File: config.mk
export PLATFORM = sky130hd
export DESIGN_NAME = keypad_scan
export DESIGN_NICKNAME = d
export VERILOG_FILES = /design/src/rtl/keypad_pkg.sv /design/src/rtl/keypad_debounce.sv /design/src/rtl/keypad_scan.sv
export SDC_FILE = /design/constraint.sdc
export NUM_CORES = 1
export LEC_CHECK = 0
export CAP_MARGIN = 20
export CORE_MARGIN = 4
export CORE_UTILIZATION = 30
export DETAILED_ROUTE_END_ITERATION = 10
export GPL_TIMING_DRIVEN = 0
export PLACE_DENSITY = 0.56
export SETUP_SLACK_MARGIN = 0.05
export SYNTH_ARGS = -nofsm -noshare
export SYNTH_HDL_FRONTEND = slang
export SYNTH_SLANG_ARGS = --single-unit
File: constraint.sdc
create_clock -name clk -period 5.6 [get_ports clk]
set_input_delay 1.12 -clock clk [delete_from_list [all_inputs] [get_ports clk]]
set_output_delay 1.12 -clock clk [all_outputs]
set_load 0.02 [all_outputs]
File: src/rtl/keypad_pkg.sv
// -----------------------------------------------------------------------------
// keypad_pkg
// Shared types and constants for the 4x4 matrix keypad scanner.
//   kp_state_e          : debounce FSM states
//   kp_res_e            : per-scan result encoding (NONE / KEY / MULTI)
//   KEYMAP              : hex code of each key, indexed {col_idx, row_idx}
//   KP_SCAN_CYCLES_DEF  : default clocks per column (0.25 ms at 50 MHz)
// -----------------------------------------------------------------------------
package keypad_pkg;

  localparam int KP_SCAN_CYCLES_DEF = 12500;

  typedef enum logic [1:0] {
    ST_IDLE     = 2'd0,
    ST_DEBOUNCE = 2'd1,
    ST_PRESSED  = 2'd2,
    ST_RELEASE  = 2'd3
  } kp_state_e;

  typedef enum logic [1:0] {
    RES_NONE  = 2'd0,
    RES_KEY   = 2'd1,
    RES_MULTI = 2'd2
  } kp_res_e;

  // Four entries per column, rows 0..3 in order.
  localparam logic [3:0] KEYMAP [16] = '{
    4'h1, 4'h4, 4'h7, 4'h0,   // col0
    4'h2, 4'h5, 4'h8, 4'hF,   // col1
    4'h3, 4'h6, 4'h9, 4'hE,   // col2
    4'hA, 4'hB, 4'hC, 4'hD    // col3
  };

  function automatic logic [3:0] kp_lookup(input logic [1:0] col_idx,
                                           input logic [1:0] row_idx);
    return KEYMAP[{col_idx, row_idx}];
  endfunction

endpackage

File: src/rtl/keypad_debounce.sv
// -----------------------------------------------------------------------------
// keypad_debounce
// Debounce FSM evaluated once per full-scan result. A key is accepted after
// DEBOUNCE_SCANS consecutive identical KEY scans and released after
// DEBOUNCE_SCANS consecutive NONE scans. MULTI is treated as NONE.
// Ports:
//   clk, rst      : clock, synchronous active-high reset
//   i_scan_vld    : one-cycle strobe, a full-scan result is present
//   i_scan_res    : scan result (kp_res_e encoding)
//   i_scan_key    : key code when i_scan_res == RES_KEY
//   o_accept      : one-cycle accept strobe, coincident with i_scan_vld
//                   (i_scan_key equals the accepted candidate at that moment)
//   o_key_held    : registered, high in PRESSED and RELEASE
// -----------------------------------------------------------------------------
module keypad_debounce
  import keypad_pkg::*;
#(
  parameter int DEBOUNCE_SCANS = 4
) (
  input  logic       clk,
  input  logic       rst,
  input  logic       i_scan_vld,
  input  logic [1:0] i_scan_res,
  input  logic [3:0] i_scan_key,
  output logic       o_accept,
  output logic       o_key_held
);

  localparam int DW = $clog2(DEBOUNCE_SCANS + 1);
  localparam logic [DW-1:0] DS_MAX = DW'(DEBOUNCE_SCANS);

  kp_state_e     r_state, w_state_nxt;
  logic [DW-1:0] r_dcnt, w_dcnt_nxt;
  logic [3:0]    r_cand, w_cand_nxt;
  logic          r_key_held;
  logic          w_accept;
  logic          w_is_key;

  assign w_is_key = (i_scan_res == RES_KEY);

  // NOTE: every variable written here gets a default first, so no path
  // through the case leaves it unassigned and no latch is inferred.
  always_comb begin
    w_state_nxt = r_state;
    w_dcnt_nxt  = r_dcnt;
    w_cand_nxt  = r_cand;
    w_accept    = 1'b0;
    if (i_scan_vld) begin
      case (r_state)
        ST_IDLE: begin
          if (w_is_key) begin
            w_cand_nxt = i_scan_key;
            w_dcnt_nxt = DW'(1);
            if (DEBOUNCE_SCANS == 1) begin
              w_state_nxt = ST_PRESSED;
              w_accept    = 1'b1;
            end else begin
              w_state_nxt = ST_DEBOUNCE;
            end
          end
        end
        ST_DEBOUNCE: begin
          if (!w_is_key) begin
            w_state_nxt = ST_IDLE;
          end else if (i_scan_key != r_cand) begin
            w_cand_nxt = i_scan_key;
            w_dcnt_nxt = DW'(1);
          end else if (r_dcnt + DW'(1) == DS_MAX) begin
            w_dcnt_nxt  = DS_MAX;
            w_state_nxt = ST_PRESSED;
            w_accept    = 1'b1;
          end else begin
            w_dcnt_nxt = r_dcnt + DW'(1);
          end
        end
        ST_PRESSED: begin
          // Any key (even a different one) keeps us here until a full release.
          if (!w_is_key) begin
            w_dcnt_nxt  = DW'(1);
            w_state_nxt = (DEBOUNCE_SCANS == 1) ? ST_IDLE : ST_RELEASE;
          end
        end
        ST_RELEASE: begin
          if (w_is_key) begin
            w_state_nxt = ST_PRESSED;
          end else if (r_dcnt + DW'(1) == DS_MAX) begin
            w_dcnt_nxt  = DS_MAX;
            w_state_nxt = ST_IDLE;
          end else begin
            w_dcnt_nxt = r_dcnt + DW'(1);
          end
        end
        default: w_state_nxt = ST_IDLE;
      endcase
    end
  end

  // NOTE: sequential state uses non-blocking assignments so every register
  // samples the pre-edge value of every other register.
  always_ff @(posedge clk) begin
    if (rst) begin
      r_state    <= ST_IDLE;
      r_dcnt     <= '0;
      r_cand     <= '0;
      r_key_held <= 1'b0;
    end else begin
      r_state    <= w_state_nxt;
      r_dcnt     <= w_dcnt_nxt;
      r_cand     <= w_cand_nxt;
      r_key_held <= (w_state_nxt == ST_PRESSED) || (w_state_nxt == ST_RELEASE);
    end
  end

  assign o_accept   = w_accept;
  assign o_key_held = r_key_held;

endmodule

File: src/rtl/keypad_scan.sv
// -----------------------------------------------------------------------------
// keypad_scan
// 4x4 matrix keypad scanner: drives one active-low column at a time, samples
// the synchronized active-low rows at the end of each column slot, classifies
// each full scan (NONE / KEY / MULTI) and debounces it in keypad_debounce.
// Each accepted press updates key_code, pulses key_valid and shifts the key
// into data_out (newest in [3:0]).
// Build option: define KEYPAD_CLEAR_EN to make key C clear data_out instead
// of shifting in.
// Ports:
//   clk, rst   : 50 MHz clock, synchronous active-high reset
//   row[3:0]   : keypad rows, active-low, asynchronous
//   col[3:0]   : keypad columns, active-low, one-hot-low while scanning
//   key_code   : hex code of the last accepted key
//   key_valid  : one-cycle strobe per accepted press
//   key_held   : high while the accepted key is considered down
//   data_out   : last four keys, feeds the seven-segment driver
// -----------------------------------------------------------------------------
module keypad_scan
  import keypad_pkg::*;
#(
  parameter int SCAN_CYCLES    = KP_SCAN_CYCLES_DEF,
  parameter int DEBOUNCE_SCANS = 4
) (
  input  logic        clk,
  input  logic        rst,
  input  logic [3:0]  row,
  output logic [3:0]  col,
  output logic [3:0]  key_code,
  output logic        key_valid,
  output logic        key_held,
  output logic [15:0] data_out
);

  localparam int CW = (SCAN_CYCLES > 1) ? $clog2(SCAN_CYCLES) : 1;
  localparam logic [CW-1:0] CNT_LAST = CW'(SCAN_CYCLES - 1);

  logic [3:0]    r_row_s1, r_row_s2;
  logic [CW-1:0] r_cnt;
  logic [1:0]    r_col_idx;
  logic [3:0]    r_col;
  logic [1:0]    r_acc_hits;   // saturates at 2 (= MULTI)
  logic [3:0]    r_acc_key;
  logic          r_scan_vld;
  logic [1:0]    r_scan_res;
  logic [3:0]    r_scan_key;
  logic [3:0]    r_key_code;
  logic          r_key_valid;
  logic [15:0]   r_data;

  logic          w_cnt_wrap;
  logic [1:0]    w_col_idx_nxt;
  logic [2:0]    w_col_hits;
  logic [1:0]    w_row_idx;
  logic [2:0]    w_acc_sum;
  logic [1:0]    w_acc_hits;
  logic [3:0]    w_acc_key;
  kp_res_e       w_res;
  logic          w_accept;
  logic          w_key_held;

  assign w_cnt_wrap    = (r_cnt == CNT_LAST);
  assign w_col_idx_nxt = w_cnt_wrap ? r_col_idx + 2'd1 : r_col_idx;

  // Count low rows in the current column; the lowest low row wins the index
  // (only meaningful when exactly one hit survives the whole scan).
  always_comb begin
    w_col_hits = '0;
    w_row_idx  = '0;
    for (int r = 3; r >= 0; r--) begin
      if (!r_row_s2[r]) begin
        w_col_hits = w_col_hits + 3'd1;
        w_row_idx  = 2'(r);
      end
    end
  end

  // Column 0 starts a fresh scan, so prior accumulation is discarded there.
  always_comb begin
    w_acc_sum  = ((r_col_idx == 2'd0) ? 3'd0 : {1'b0, r_acc_hits}) + w_col_hits;
    w_acc_hits = (w_acc_sum >= 3'd2) ? 2'd2 : w_acc_sum[1:0];
    if (w_col_hits != 3'd0)
      w_acc_key = kp_lookup(r_col_idx, w_row_idx);
    else if (r_col_idx == 2'd0)
      w_acc_key = 4'h0;
    else
      w_acc_key = r_acc_key;
    case (w_acc_hits)
      2'd0:    w_res = RES_NONE;
      2'd1:    w_res = RES_KEY;
      default: w_res = RES_MULTI;
    endcase
  end

  // NOTE: synchronous reset also covers the synchronizer, loading idle-high
  // rows so the first scan after reset starts from a released keypad.
  always_ff @(posedge clk) begin
    if (rst) begin
      r_row_s1    <= 4'hF;
      r_row_s2    <= 4'hF;
      r_cnt       <= '0;
      r_col_idx   <= '0;
      r_col       <= 4'hF;
      r_acc_hits  <= '0;
      r_acc_key   <= '0;
      r_scan_vld  <= 1'b0;
      r_scan_res  <= RES_NONE;
      r_scan_key  <= '0;
      r_key_code  <= '0;
      r_key_valid <= 1'b0;
      r_data      <= '0;
    end else begin
      r_row_s1    <= row;
      r_row_s2    <= r_row_s1;
      r_cnt       <= w_cnt_wrap ? '0 : r_cnt + CW'(1);
      r_col_idx   <= w_col_idx_nxt;
      r_col       <= ~(4'b0001 << w_col_idx_nxt);
      r_scan_vld  <= 1'b0;
      if (w_cnt_wrap) begin
        r_acc_hits <= w_acc_hits;
        r_acc_key  <= w_acc_key;
        if (r_col_idx == 2'd3) begin
          r_scan_vld <= 1'b1;
          r_scan_res <= w_res;
          r_scan_key <= w_acc_key;
        end
      end
      // On accept the scan key equals the debounced candidate.
      r_key_valid <= w_accept;
      if (w_accept) begin
        r_key_code <= r_scan_key;
`ifdef KEYPAD_CLEAR_EN
        if (r_scan_key == 4'hC)
          r_data <= 16'h0000;
        else
          r_data <= {r_data[11:0], r_scan_key};
`else
        r_data <= {r_data[11:0], r_scan_key};
`endif
      end
    end
  end

  keypad_debounce #(
    .DEBOUNCE_SCANS(DEBOUNCE_SCANS)
  ) u_debounce (
    .clk        (clk),
    .rst        (rst),
    .i_scan_vld (r_scan_vld),
    .i_scan_res (r_scan_res),
    .i_scan_key (r_scan_key),
    .o_accept   (w_accept),
    .o_key_held (w_key_held)
  );

  assign col       = r_col;
  assign key_code  = r_key_code;
  assign key_valid = r_key_valid;
  assign key_held  = w_key_held;
  assign data_out  = r_data;

endmodule
Yosys cells after proc, flatten, opt, wreduce, memory -nomap -nowiden
Memory sizes are Yosys's and may differ from the RTL's.
Cells that the tools add are included.
{"block": "classes", "add_sub_neg": 7, "magnitude_cmp": 2, "n_eq_ne": 16, "shift": 1, "n_mux": 42, "n_bitwise": 3, "reduce_logical": 11}
{"op": "2-bit two-way mux", "n": 15}
{"op": "4-bit two-way mux", "n": 7}
{"op": "3-bit two-way mux", "n": 9}
{"op": "14-bit by 1-bit adder with 14-bit output, second input constant", "n": 1}
{"op": "14-bit equality test, second input constant", "n": 1}
{"op": "3-bit by 1-bit adder with 3-bit output, second input constant", "n": 4}
{"op": "3-bit case mux with 4 select lines", "n": 1}
{"op": "2-bit equality test, second input constant", "n": 5}
{"op": "5-bit AND reduction", "n": 2}
{"op": "2-bit case mux with 4 select lines", "n": 1}
{"op": "4-bit case mux with 2 select lines", "n": 1}
{"op": "1-bit two-way mux", "n": 7}
{"op": "2-bit by 1-bit equality test with 1-bit output, second input constant", "n": 3}
{"op": "2-bit zero test", "n": 3}
{"op": "2-bit by 1-bit inequality test with 1-bit output, second input constant", "n": 3}
{"op": "5-bit greater-or-equal comparator, second input constant", "n": 1}
{"op": "4-bit NOT with 5-bit output", "n": 1}
{"op": "2-bit inequality test, second input constant", "n": 2}
{"op": "4-bit inequality test", "n": 1}
{"op": "4-bit NOT", "n": 1}
{"op": "2-bit case mux with 2 select lines", "n": 1}
{"op": "2-bit OR reduction", "n": 2}
{"op": "1-bit by 2-bit << shifter with 4-bit output, first input constant", "n": 1}
{"op": "2-bit by 3-bit adder with 3-bit output", "n": 1}
{"op": "8 further kinds", "n": 8}
{"block": "totals", "register_bits": 72, "romBits": 64, "input_bits": 6, "elab_cells": 100, "memories": 1}
{"name": "(no name shown)", "words": 16, "width": 4, "read_ports": 1, "rd_ports_with_merged_regs": 0, "wr": 0, "line_no": "keypad_pkg.sv:36", "text": "return KEYMAP[{col_idx, row_idx}];"}

Depth between registers and ports, before layout
{"block": "logic_depth", "word_depth": 12, "ltp_mapped": 11, "ltp_nobuf": 10}

By module
From an unflattened synthesis, not the netlist that was laid out.
{"block": "unflattened", "hier_cells": 368, "hier_area_um2": 3463.3}
{"module": "keypad_scan", "instances": 1, "cells_per_inst": 288, "area_per_inst_um2": 2768.9, "seq_area_each_um2": 1161.1}
{"module": "keypad_debounce", "instances": 1, "cells_per_inst": 80, "area_per_inst_um2": 694.4, "seq_area_each_um2": 200.2}

Worst setup path before layout
No wires, ideal clock.
{"block": "synth_path", "path_kind": "flip-flop to flip-flop", "from": "register r_row_s2[2]", "to": "register r_acc_key[3]", "arrival_time_ns": 2.167, "required_time_ns": 5.446, "setup_slack_ns": 3.279, "path_stages_with_launch": 9, "n_path_buf": 1, "path_cell_list": "dfxtp_1 -> inv_1 -> ha_1 -> buf_2 -> nand2b_1 -> mux4_2 -> a211oi_4 -> mux2i_1 -> a211oi_1"}
{"block": "synth_via", "elab_chain_cells": 8}
{"element": "start: declaration", "line_no": "keypad_scan.sv:38", "text": "logic [3:0] r_row_s1, r_row_s2;"}
{"element": "start signal: assignment", "line_no": "keypad_scan.sv:114", "text": "r_row_s2 <= r_row_s1;"}
{"element": "parallel branches: the longest is 7 deep, another holds 3-bit by 1-bit adder with 3-bit output"}
{"element": "4-bit two-way mux (*)", "line_no": "keypad_scan.sv:82", "text": "if (w_col_hits != 3'd0)"}
{"element": "end signal: assignment", "line_no": "keypad_scan.sv:121", "text": "r_acc_key <= w_acc_key;"}
{"element": "end: declaration", "line_no": "keypad_scan.sv:43", "text": "logic [3:0] r_acc_key;"}
Every way passes the cells marked *. The select of a mux whose other input is x is not followed.
A chain may end at the register's enable or synchronous reset.

Worst setup path after layout
{"block": "layout_path", "from": "register r_col_idx[0]", "to": "register r_acc_hits[1]"}
{"block": "layout_via", "elab_chain_cells": 5}
{"element": "start: declaration", "line_no": "keypad_scan.sv:40", "text": "logic [1:0] r_col_idx;"}
{"element": "start signal: assignment", "line_no": "keypad_scan.sv:116", "text": "r_col_idx <= w_col_idx_nxt;"}
{"element": "2-bit zero test (*)", "line_no": "keypad_scan.sv:80", "text": "w_acc_sum = ((r_col_idx == 2'd0) ? 3'd0 : {1'b0, r_acc_hits}) + w_col_hits;"}
{"element": "2-bit two-way mux (*)", "line_no": "keypad_scan.sv:80"}
{"element": "2-bit by 3-bit adder with 3-bit output (*)", "line_no": "keypad_scan.sv:80"}
{"element": "3-bit by 2-bit greater-or-equal comparator with 1-bit output", "line_no": "keypad_scan.sv:81", "text": "w_acc_hits = (w_acc_sum >= 3'd2) ? 2'd2 : w_acc_sum[1:0];"}
{"element": "2-bit two-way mux (*)", "line_no": "keypad_scan.sv:81"}
{"element": "end signal: assignment", "line_no": "keypad_scan.sv:120", "text": "r_acc_hits <= w_acc_hits;"}
{"element": "end: declaration", "line_no": "keypad_scan.sv:42", "text": "logic [1:0] r_acc_hits;"}
Mark *: on every way between the ends. The rest lies on a longest branch, timed or not.

==> impl_results.md <==
* CP cell instances: clkbuf_1 > inv_1 > ha_1 > nor2_1 > ha_1 > inv_1 > fa_1 > xor2_1 > nor2b_1 > a211oi_1
* Ant. Diodes at 0
* Post-Syn Area at 3204 um^2
* Kind of critical path: reg -> reg
* Post-synth top area cell: dfxtp_1
* Top cells by count, synth: 67 x dfxtp_1, 53 x nor2_1, 25 x mux2i_1, 14 x inv_1, 14 x nand2b_1
* First DRT Iteration DRCs at 129
* Worst-path clk slew at 0.07 ns
* Starting density of the core at 30.90%
* Routed len/inst at 12.09 um
* Worst R2R Path Depth at 10
* Switching share of power at 23.07%
* Post-Syn Area per Cell at 9.369 um^2
* DRT Pass-1 Iters at 4
* Layout Nets at 404
* P per Cell Area at 245.6 nW/um^2
* Detail Route Antenna Nets at 0
* Int Power at 0.0007360 W
* FF+latch count, synth at 67
* Worst endpoint required time at 5.78 ns
* Fin. max-slew vios at 0
* P_sw at 0.0002207 W
* Ys Warns at 0
* Hold Slack at 0.4105 ns
* EDFF count, synth at 0
* Resized Gates After CTS at 0
* CTS Hold Bufs at 0
* Flop pwr share at 50.6%
* Port Buffers at 31
* Worst VDD drop at 130.4 uV
* Worst slew pin tran at 0.9560 ns
* Post-synthesis cell type count at 46
* Max-slew headroom at 35.37%
* First-pass GRT wire length at 10.82 mm
* Clk root buf: clkbuf_8
* Clock Path Buffers at 2
* Postcts setup bufs at 0
* Vias in the first global route at 2270
* Slowest stage delay, CP at 0.37 ns
* Via count at 2428
* Syn-to-layout area delta at 21.55%
* Tmin final at 2.621 ns
* CTS tree: built
* CP Capture Type: register
* Max-cap viol count at 0
* Clk Latency, worst-skew pair at 0.34 ns
* Total gr overflow at 0
* Post-Synthesis Cells at 342
* Final setup TNS at 0 ns
* Slowest cell on crit path: dfxtp_1
* Fmax at 381.6 MHz
* Boundary Pins at 32
* Async SR Flop Fraction at 0%
* Cell Rows at 37
* CTS sink count at 67
* Detailed Route WL at 6.346 mm
* Post-synth top area share at 41.86%
* Unrepaired setup endpoints after global routing: no
* Sequential-to-total area share from yosys stat at 41.86%
* Residual DRC count at 0
* Synth area leaders: dfxtp_1 42%, mux2i_1 7.8%, nor2_1 6.2%, ha_1 5.1%, xnor2_1 3.3%
* Placer Congestion at 0.7610
* Syn Nets at 362
* Initial antenna violation count at 0
* Main synth FF type: dfxtp_1
* Critical path startpoint category: register
* Die ar. at 12400 um^2
* Clock Skews at 0.01145 ns
* Final period util at 46.80%
* CP delay by family, top: adder cells
* Most numerous cell in the Yosys netlist: dfxtp_1
* TritonCTS buffer count at 9
* Gr usage total at 10.64%
* Setup violations, final at 0
* Leak at 1.371 nW
* Die X at 111.4 um
* Worst-path fanout max at 10
* Hold Fails Final Rpt at 0
* Core Box Area at 10370 um^2
* Hold depth at 1
* Crit path arrival time at 2.80 ns
* Area of the multi-input gates at 1688 um^2
* Reg area at 1341 um^2
* Vert. Die Dim at 111.4 um
* Crit path depth at 10
* Fill count at 1084
* Via/cell ratio at 4.625
* H-Tree Depth at 3
* Combinational cell fraction of total power at 5.9%
* WP buf/inv at 3
* Proportion of layout cells with a drive suffix above 1 at 12.08%
* Clock share of power at 43.5%
* Status: finished clean
* Hold Crit Class: reg -> reg
* Largest net degree at the start of global routing at 13
* Hpwl dp at 4.600 mm
sequential cells by signal, summed over array words and instances, names as in the netlist, named ones only:
signal	count
r_acc_key	4
col	4
data_out	13
key_valid	1
r_row_s2	4
r_scan_res	2
r_row_s1	4
r_scan_key	4
key_code	3
r_acc_hits	2
u_debounce.r_dcnt	3
r_scan_vld	1
r_cnt	14
u_debounce.r_cand	4
r_col_idx	2
path summary, 6_finish.rpt:
path                                    from             to  slack (ns)
worst max-delay path            r_col_idx[0]  r_acc_hits[1]        2.98
worst min-delay path             r_row_s1[2]    r_row_s2[2]        0.41
worst max register to register  r_col_idx[0]  r_acc_hits[1]        2.98
worst min register to register   r_row_s1[2]    r_row_s2[2]        0.41
final cells by class:
cell class | instances | share of cell area, %
multi-input combinational | 239 | 43.33
sequential | 67 | 34.44
timing repair buffer | 31 | 7.967
tap | 136 | 4.369
clock buffer | 11 | 3.887
buffer | 22 | 3.148
clock inverter | 5 | 1.510
inverter | 14 | 1.349
layer usage:
layer,vias up,wire length (um),global-route usage (%)
met5,-,0,0
met4,0,116,4.380
met3,10,274,3.207
met2,46,2785,16.61
met1,1130,3169,13.73
li1,1242,-,-
per-stage QoR:
| step | util [%] | total power, W | instances | worst slack, ns | instance area (um^2) |
|---|---|---|---|---|---|
| 2_1_floorplan | - | 0.0005366 | 342 | 3.279 | 3204 |
| 3_3_place_gp | 35.53 | 0.0005518 | 509 | 2.646 | 3685 |
| 3_5_place_dp | 35.53 | 0.0005527 | 509 | 2.628 | 3685 |
| 4_1_cts | 37.56 | 0.0009719 | 525 | 2.956 | 3895 |
| 5_1_grt | 37.56 | 0.001002 | 525 | 2.743 | 3895 |
| 6_report | 37.56 | 0.0009568 | 525 | 2.979 | 3895 |
cells by family (layout without fill, tap and decap cells):
group / Yosys count / after routing / synth area share [%]
and+or+nand+nor: 141 / 141 / 23.55
DFF: 67 / 67 / 41.86
buffers and inverters: 36 / 83 / 5.467
AOI/OAI and AO/OA: 35 / 35 / 8.591
muxes: 26 / 26 / 8.512
xor gates and xnor gates: 22 / 22 / 6.013
adders and majority gates: 15 / 15 / 6.013
worst reg2reg max path, stage by stage, from the launching register on:
cell and delay [ns]:
dfxtp_1 0.37, clkbuf_1 0.37, inv_1 0.22, ha_1 0.34, nor2_1 0.12, ha_1 0.14, inv_1 0.04, fa_1 0.37
xor2_1 0.18, nor2b_1 0.21, a211oi_1 0.10
cells in the final DEF (no fill, tap or decap), types with 12 or more instances in the layout:
master | netlist | layout
nand2_1 | 12 | 12
xnor2_1 | 12 | 12
clkdlybuf4s50_1 | 0 | 31
ha_1 | 13 | 13
inv_1 | 14 | 14
nor2_1 | 53 | 53
dfxtp_1 | 67 | 67
mux2i_1 | 25 | 25
nand2b_1 | 14 | 14
power by group through the flow:
| stage | Combinational (W) | Clock, W | Sequential [W] |
|---|---|---|---|
| after CTS | 0.0000575 | 0.000430 | 0.000484 |
| after floorplan | 0.0000414 | 0 | 0.000495 |
| final | 0.0000565 | 0.000416 | 0.000484 |
| after global placement | 0.0000563 | 0 | 0.000496 |
| after detailed placement | 0.0000572 | 0 | 0.000496 |
| after global routing | 0.0000633 | 0.000453 | 0.000485 |
Note: power is estimated with default switching activity, not from simulation.
